===== config.mk =====
export PLATFORM = sky130hd
export DESIGN_NAME = mem_responder
export DESIGN_NICKNAME = d
export VERILOG_FILES = /design/src/rtl/mem_responder_pkg.sv /design/src/rtl/mem_responder.sv
export SDC_FILE = /design/constraint.sdc
export NUM_CORES = 1
export LEC_CHECK = 0
export ABC_AREA = 1
export CAP_MARGIN = 15
export CELL_PAD_IN_SITES_DETAIL_PLACEMENT = 0
export CELL_PAD_IN_SITES_GLOBAL_PLACEMENT = 1
export CORE_ASPECT_RATIO = 1.2
export CORE_MARGIN = 3
export CORE_UTILIZATION = 31
export CTS_CLUSTER_SIZE = 14
export DETAILED_ROUTE_END_ITERATION = 10
export PLACE_DENSITY_LB_ADDON = 0.1
export SKIP_LAST_GASP = 1
export SYNTH_ARGS = -nofsm -noshare
export SYNTH_HDL_FRONTEND = slang
export SYNTH_SLANG_ARGS = --single-unit

===== constraint.sdc =====
create_clock -name clk -period 3.3 [get_ports clk]
set_input_delay 0.825 -clock clk [delete_from_list [all_inputs] [get_ports clk]]
set_output_delay 0.825 -clock clk [all_outputs]
set_load 0.02 [all_outputs]

===== src/rtl/mem_responder_pkg.sv =====
// rtl/mem_responder_pkg.sv - KS10 bus field positions and responder state encoding
// Vectors are [35:0]; KS10 bit n (bit 0 = MSB) lives at index 35-n.
package mem_responder_pkg;

   localparam int BUS_W         = 36;
   localparam int ADDR_W        = 20;
   localparam int BUS_READ_BIT  = 32;
   localparam int BUS_WRITE_BIT = 30;
   localparam int BUS_IO_BIT    = 29;
   localparam int BUS_ADDR_HI   = 19;
   localparam int BUS_ADDR_LO   = 0;

   typedef enum logic [2:0] {
      sIDLE,
      sRD,
      sWR,
      sACK,
      sDONE
   } state_t;

   function automatic logic even_parity(input logic [BUS_W-1:0] d);
      return ^d;
   endfunction

endpackage


===== src/rtl/mem_responder.sv =====
// rtl/mem_responder.sv - KS10 memory-side responder driving a synchronous SRAM
// Optional MEM_PARITY_EN: even parity stored in SSRAM bit 36 and checked on reads.
module mem_responder
   import mem_responder_pkg::*;
#(
   parameter int unsigned MEM_WORDS = 1048576,
   parameter int unsigned RD_LAT    = 2
) (
   input  logic              clk,
   input  logic              rst,
   input  logic              cpuREQO,
   input  logic [BUS_W-1:0]  cpuADDRO,
   input  logic [BUS_W-1:0]  cpuDATAO,
   output logic              memACKO,
   output logic [BUS_W-1:0]  memDATAO,
   output logic [ADDR_W-1:0] ssramADDR,
   output logic              ssramWR,
   output logic [BUS_W:0]    ssramDOUT,
   input  logic [BUS_W:0]    ssramDIN,
   output logic              memPERR
);

   localparam logic [ADDR_W:0] MEM_LIMIT = (ADDR_W+1)'(MEM_WORDS);
   localparam logic [3:0]      LAT_INIT  = 4'(RD_LAT - 1);

   logic              bus_rd;
   logic              bus_wr;
   logic              bus_io;
   logic [ADDR_W-1:0] addr_d;
   logic              in_range;
   logic              accept;
   logic              par_d;
   logic              perr_d;
   logic              unused_addr;

   assign bus_rd   = cpuADDRO[BUS_READ_BIT];
   assign bus_wr   = cpuADDRO[BUS_WRITE_BIT];
   assign bus_io   = cpuADDRO[BUS_IO_BIT];
   assign addr_d   = cpuADDRO[BUS_ADDR_HI:BUS_ADDR_LO];
   assign in_range = {1'b0, addr_d} < MEM_LIMIT;
   assign accept   = cpuREQO & ~bus_io & in_range & (bus_rd | bus_wr);

   assign unused_addr = ^{cpuADDRO[35:33], cpuADDRO[31], cpuADDRO[28:20]};

`ifdef MEM_PARITY_EN
   assign par_d  = even_parity(cpuDATAO);
   assign perr_d = ssramDIN[BUS_W] ^ even_parity(ssramDIN[BUS_W-1:0]);
`else
   logic unused_par;
   assign par_d      = 1'b0;
   assign perr_d     = 1'b0;
   assign unused_par = ssramDIN[BUS_W];
`endif

   state_t            state_q;
   logic [3:0]        cnt_q;
   logic              ack_q;
   logic [BUS_W-1:0]  data_q;
   logic              wr_q;
   logic [ADDR_W-1:0] addr_q;
   logic [BUS_W:0]    dout_q;
   logic              perr_q;

   // Strobes default low each clock so every pulse is exactly one cycle wide.
   always_ff @(posedge clk or negedge rst) begin
      if (!rst) begin
         state_q <= sIDLE;
         cnt_q   <= 4'd0;
         ack_q   <= 1'b0;
         data_q  <= '0;
         wr_q    <= 1'b0;
         addr_q  <= '0;
         dout_q  <= '0;
         perr_q  <= 1'b0;
      end else begin
         ack_q  <= 1'b0;
         wr_q   <= 1'b0;
         perr_q <= 1'b0;
         case (state_q)
            sIDLE: begin
               if (accept) begin
                  addr_q <= addr_d;
                  dout_q <= {par_d, cpuDATAO};
                  if (bus_rd) begin
                     state_q <= sRD;
                     cnt_q   <= LAT_INIT;
                  end else begin
                     state_q <= sWR;
                     wr_q    <= 1'b1;
                  end
               end
            end
            sRD: begin
               if (cnt_q == 4'd0) begin
                  data_q  <= ssramDIN[BUS_W-1:0];
                  perr_q  <= perr_d;
                  ack_q   <= 1'b1;
                  state_q <= sACK;
               end else begin
                  cnt_q <= cnt_q - 4'd1;
               end
            end
            sWR: begin
               ack_q   <= 1'b1;
               state_q <= sACK;
            end
            sACK: begin
               data_q  <= '0;
               state_q <= sDONE;
            end
            sDONE: begin
               state_q <= sIDLE;
            end
            default: begin
               state_q <= sIDLE;
            end
         endcase
      end
   end

   assign memACKO   = ack_q;
   assign memDATAO  = data_q;
   assign ssramADDR = addr_q;
   assign ssramWR   = wr_q;
   assign ssramDOUT = dout_q;
   assign memPERR   = perr_q;

endmodule


== Word-level counts from Yosys, hierarchy flattened ==
Cells that the tools add are included.
Word-level totals
  logic and storage cells: 42
  input port bits: 112
  register bits after elaboration: 101
  output and inout bits: 96
Cells by class
  equal/unequal tests: 7
  $add $sub $neg: 1
  bitwise gates (word level): 4
  reduce and logical (&&, ||, !) cells: 8
  multiplexer cells: 15
Operators with widths (number)
  $pmux W36 S2: 1
  $mux W36: 1
  $mux W4: 3
  $pmux W3 S4: 1
  $ne A2 B2 Y1 const B: 4
  $pmux W4 S2: 1
  $eq A3 B2 Y1 const B: 2
  $mux W3: 2
  $reduce_and A2 Y1: 3
  $logic_not A4 Y1: 1
  $mux W1: 4
  $reduce_and A4 Y1: 1
  $reduce_bool A2 Y1: 2
  $sub A4 B1 Y4 const B: 1
  $eq A3 B1 Y1 const B: 1
  $logic_not A3 Y1: 1
  $and A1 B1 Y1: 2
  $mux W2: 1
  $pmux W1 S2: 1
  $not A1 Y1: 1
  $or A1 B1 Y1: 1

== Depth between registers and ports, before layout ==
  depth in word-level cells: 5
  mapped depth: 8
  gate-level depth less buffers: 7

== Worst setup path after synthesis ==
OpenSTA, ideal clock, no wires.
  kind: input to register
  start point: input port cpuADDRO[32]
  end point: register addr_q[0] (netlist: ssramADDR[0])
  setup time: 0.117 ns
  stages: 6
  required time: 3.183 ns
  slack: 1.683 ns
  path buffers: 2
  data arrival time: 1.500 ns
  path through: nor2_1 > nor2_4 > buf_4 > buf_2 > nand3_1 > nand2_1
Between the ends
  longest elaborated chain between the ends: 3
Ends and longest elaborated chain
  start: declaration: line mem_responder.sv:12  | input logic [BUS_W-1:0] cpuADDRO,
  $or A1 B1 Y1: line mem_responder.sv:41  | assign accept = cpuREQO & ~bus_io & in_range & (bus_rd | bus_wr);
  $and A1 B1 Y1: line mem_responder.sv:41
  $reduce_and A2 Y1 (no source line)
  end signal: assignment: line mem_responder.sv:82  | addr_q <= addr_d;
  end: declaration: line mem_responder.sv:60  | logic [ADDR_W-1:0] addr_q;
Every way passes these cells.
A chain may end at the register's enable or synchronous reset.

== Final worst setup path ==
  start point: register addr_q[9] (netlist: ssramADDR[9])
  end point: output port ssramADDR[9]
RTL lines
  end: declaration: line mem_responder.sv:16  | output logic [ADDR_W-1:0] ssramADDR,
No word-level cell between the ends.

==> results.toml <==
[setup_path]
path_depth = 1
critPathLaunch = "ssramADDR[9]"
cp_slowest_cell = "clkdlybuf4s50_1"
critPathMaxFanout = 2
slowest_delay_ps = 660
crit_buf_inv = 1
cp_top_family = "buffers and inverters"
crit_path_start_kind = "flop"
end_kind = "primary output"
worstSetupEndpoint = "ssramADDR[9]"
crit_required_ps = 2470
arrival_ps = 1340
reg2reg_to = "memDATAO[16]"
critical_path_class = "flop to primary output"
crit_path_cell_trace = "clkdlybuf4s50_1"
reg2reg_from = "state_q[1]"
rrSetupSlack_ps = 1210
reg2regPathDepth = 6

[clock_tree]
h-tree-depth = 3
ctsResizeCount = 0
cts_tree = "yes"
clockBufferDepth = 2
numCtsBuffers = 9
ctsHoldBuffers = 0
post_cts_buffers = 0
worstSkewPairLatency_ps = 340
cts.sinks = 101
cts-root-buf = "clkbuf_16"
path_clk_slew_ps = 70

[logic_synthesis]
synth.top_cells.by_count = "nand2_1 (167), nand3_1 (134), dfrtp_1 (101)"
synth-seq-cells = 101
postSynthAreaPerCell_um2 = 8.92
synth.top_cell.area_share_pct = 59.9
synth_cell_types = 20
synth_edf_count = 0
yosysTopAreaCell = "dfrtp_1"
synthArstFlopShare_pct = 100
synth_warnings = 0
synth_area_mm2 = 0.00422
yosysSeqAreaShare_pct = 59.9
ys.flop_type = "dfrtp_1"
synth_area_leaders = "dfrtp_1 (60%), nand3_1 (16%), nand2_1 (15%), buf_2 (2.5%), buf_6 (1.3%)"
yosysMostFrequentCell = "nand2_1"
netlist_instances = 473

[place]
post-dp-hpwl_um = 8130
portBuffers = 191
post_dp_cell_area_mm2 = 0.00621
gp_congestion = 0.770

[global_route]
antenna_found_initial = 0
grt_pass1_vias = 3771
grt_max_degree = 58
grt.total_usage_pct = 16.1
gr-total-overflow = 0
grt_pass1_wl_um = 19600

[drt]
dr.pass1.iters = 6
dr.first_iter.drc_count = 173
postRouteAntennaNets = 0
vias_per_cell = 4.71
drt_wl_total_um = 12200
post_drt_wl_per_cell_um = 14.9
drc_errors = 0
routed-via-count = 3861

[sta]
rsz0062_at_grt = "no"
min_period_over_period_pct = 65.6
fin_skew_ps = 8.89
final.min_clock_period_ps = 2160
slew_viol_final = 0
finalSetupViolations = 0
holdWs_ps = 469
hold_viol = 0
worst_pin_slew_ps = 766
setup-tns-final_ps = 0
fmax_ghz = 0.462
slew-limit-headroom_pct = 48.9

[final_layout]
area_delta_synth_final_pct = 54.1
diodes = 0
nNetsFinal = 763
drive_gt1_share_pct = 4.45
fin_util_pct = 48.9
final_area_mm2 = 0.00650

[power]
ir_drop_mv = 0.408
pwr-share-seq_pct = 33.0
p_sw_share_pct = 40.9
p_comb_share_pct = 50.4
power_leakage_nw = 3.15
internal_power_mw = 3.73
net-switching-power_mw = 2.59
power_frac_clock_pct = 16.6
power_density_mw_per_mm2 = 971

[die]
start_util_pct = 31.7
io_pins = 208
fp.coreArea_mm2 = 0.0133
fp-row-count = 46
fp.dieW_um = 112
die_h_um = 134
die_area_mm2 = 0.0150

[run_status]
outcome = "finished clean"

[worst_hold_path]
min_path_type = "flop to flop"
min_path_cells = 2

[run]
maxCapViolCount = 0
-- sequential cells by signal (all words and copies together), names as in the netlist --
signal,flops
memDATAO,36
ssramDOUT,36
ssramADDR,20
cnt_q,4
state_q,3
memACKO,1
ssramWR,1
-- worst reg2reg max path, cell delays in order (launching register included) --
cell and delay (ps):
dfrtp_1 400, nor2_2 170, nand2_1 150, inv_2 550, nand2_4 440, nand3_1 190
nand2_1 70
-- metal layers --
layer / routed length (µm) / global-route usage, % / share of wire (%) / vias up
met5: 0 / 0 / 0 / -
met4: 202 / 6.08 / 1.6 / 0
met3: 871 / 4.29 / 7.1 / 18
met2: 6140 / 26.4 / 50 / 143
met1: 5030 / 20.4 / 41 / 1818
li1: - / - / - / 1882
-- through the flow --
step                setup slack (ps)  power (mW)  instances
detailed placement               969        5.34        806
global placement                1000        5.29        806
CTS                             1090        6.42        820
global route                    1020        6.76        820
floorplan                       1680        3.89        474
finish                          1140        6.31        820
-- cells in the final DEF (no fill, tap or decap) --
cell type | Yosys | layout
clkdlybuf4s50_1 | 0 | 190
nand2_1 | 167 | 167
nand3_1 | 134 | 134
dfrtp_1 | 101 | 101
nor2_1 | 13 | 13
inv_1 | 9 | 9
clkbuf_16 | 0 | 9
buf_4 | 3 | 5
inv_2 | 3 | 3
nand2_2 | 2 | 2
o21ai_0 | 2 | 2
ha_1 | 2 | 2
conb_1 | 1 | 2
clkinvlp_4 | 0 | 2
buf_12 | 0 | 2
nor2_2 | 1 | 1
nand2_4 | 1 | 1
nor2_4 | 1 | 1
nand4_1 | 1 | 1
a21oi_1 | 1 | 1
xnor2_1 | 1 | 1
clkinv_2 | 0 | 1
clkbuf_8 | 0 | 1
bufinv_16 | 0 | 1
-- how the worst min path moves through the flow --
stage                        from       endpoint  slack (ps)
floorplan                cnt_q[0]       cnt_q[0]         500
global placement    ssramDOUT[22]  ssramDOUT[22]         450
detailed placement   ssramADDR[4]   ssramADDR[4]         460
CTS                  ssramADDR[4]   ssramADDR[4]         470
global route         ssramDOUT[7]   ssramDOUT[7]         490
finish              ssramDOUT[15]  ssramDOUT[15]         470
-- power by group through the flow --
| stage | clock (mW) | sequential (mW) | combinational [mW] |
|---|---|---|---|
| after floorplan | 0 | 2.72 | 1.17 |
| after detailed placement | 0 | 2.10 | 3.24 |
| final | 1.05 | 2.08 | 3.18 |
| after global placement | 0 | 2.08 | 3.21 |
| after global routing | 1.14 | 2.15 | 3.46 |
| after CTS | 1.09 | 2.09 | 3.24 |
-- cell type report --
cell class / count / area [µm²]
multi-input cells: 328 / 1450
flip-flops and latches: 101 / 2530
inverters: 12 / 45.0
clock buffers: 10 / 239
repair buffers: 197 / 1980
fillers: 1302 / 6790
clock inverters: 4 / 50.0
well taps: 168 / 210
-- kinds of logic after synthesis --
logic type / count (synthesis) / share of synthesized area (%)
and+or+nand+nor: 320 / 33.0
xor gates and xnor gates: 1 / 0.208
DFF: 101 / 59.9
AOI/OAI and AO/OA: 3 / 0.356
other: 1 / 0.0889
buffers and inverters: 45 / 5.78
adders and majority gates: 2 / 0.593
Note: power is estimated with default switching activity, not from simulation.
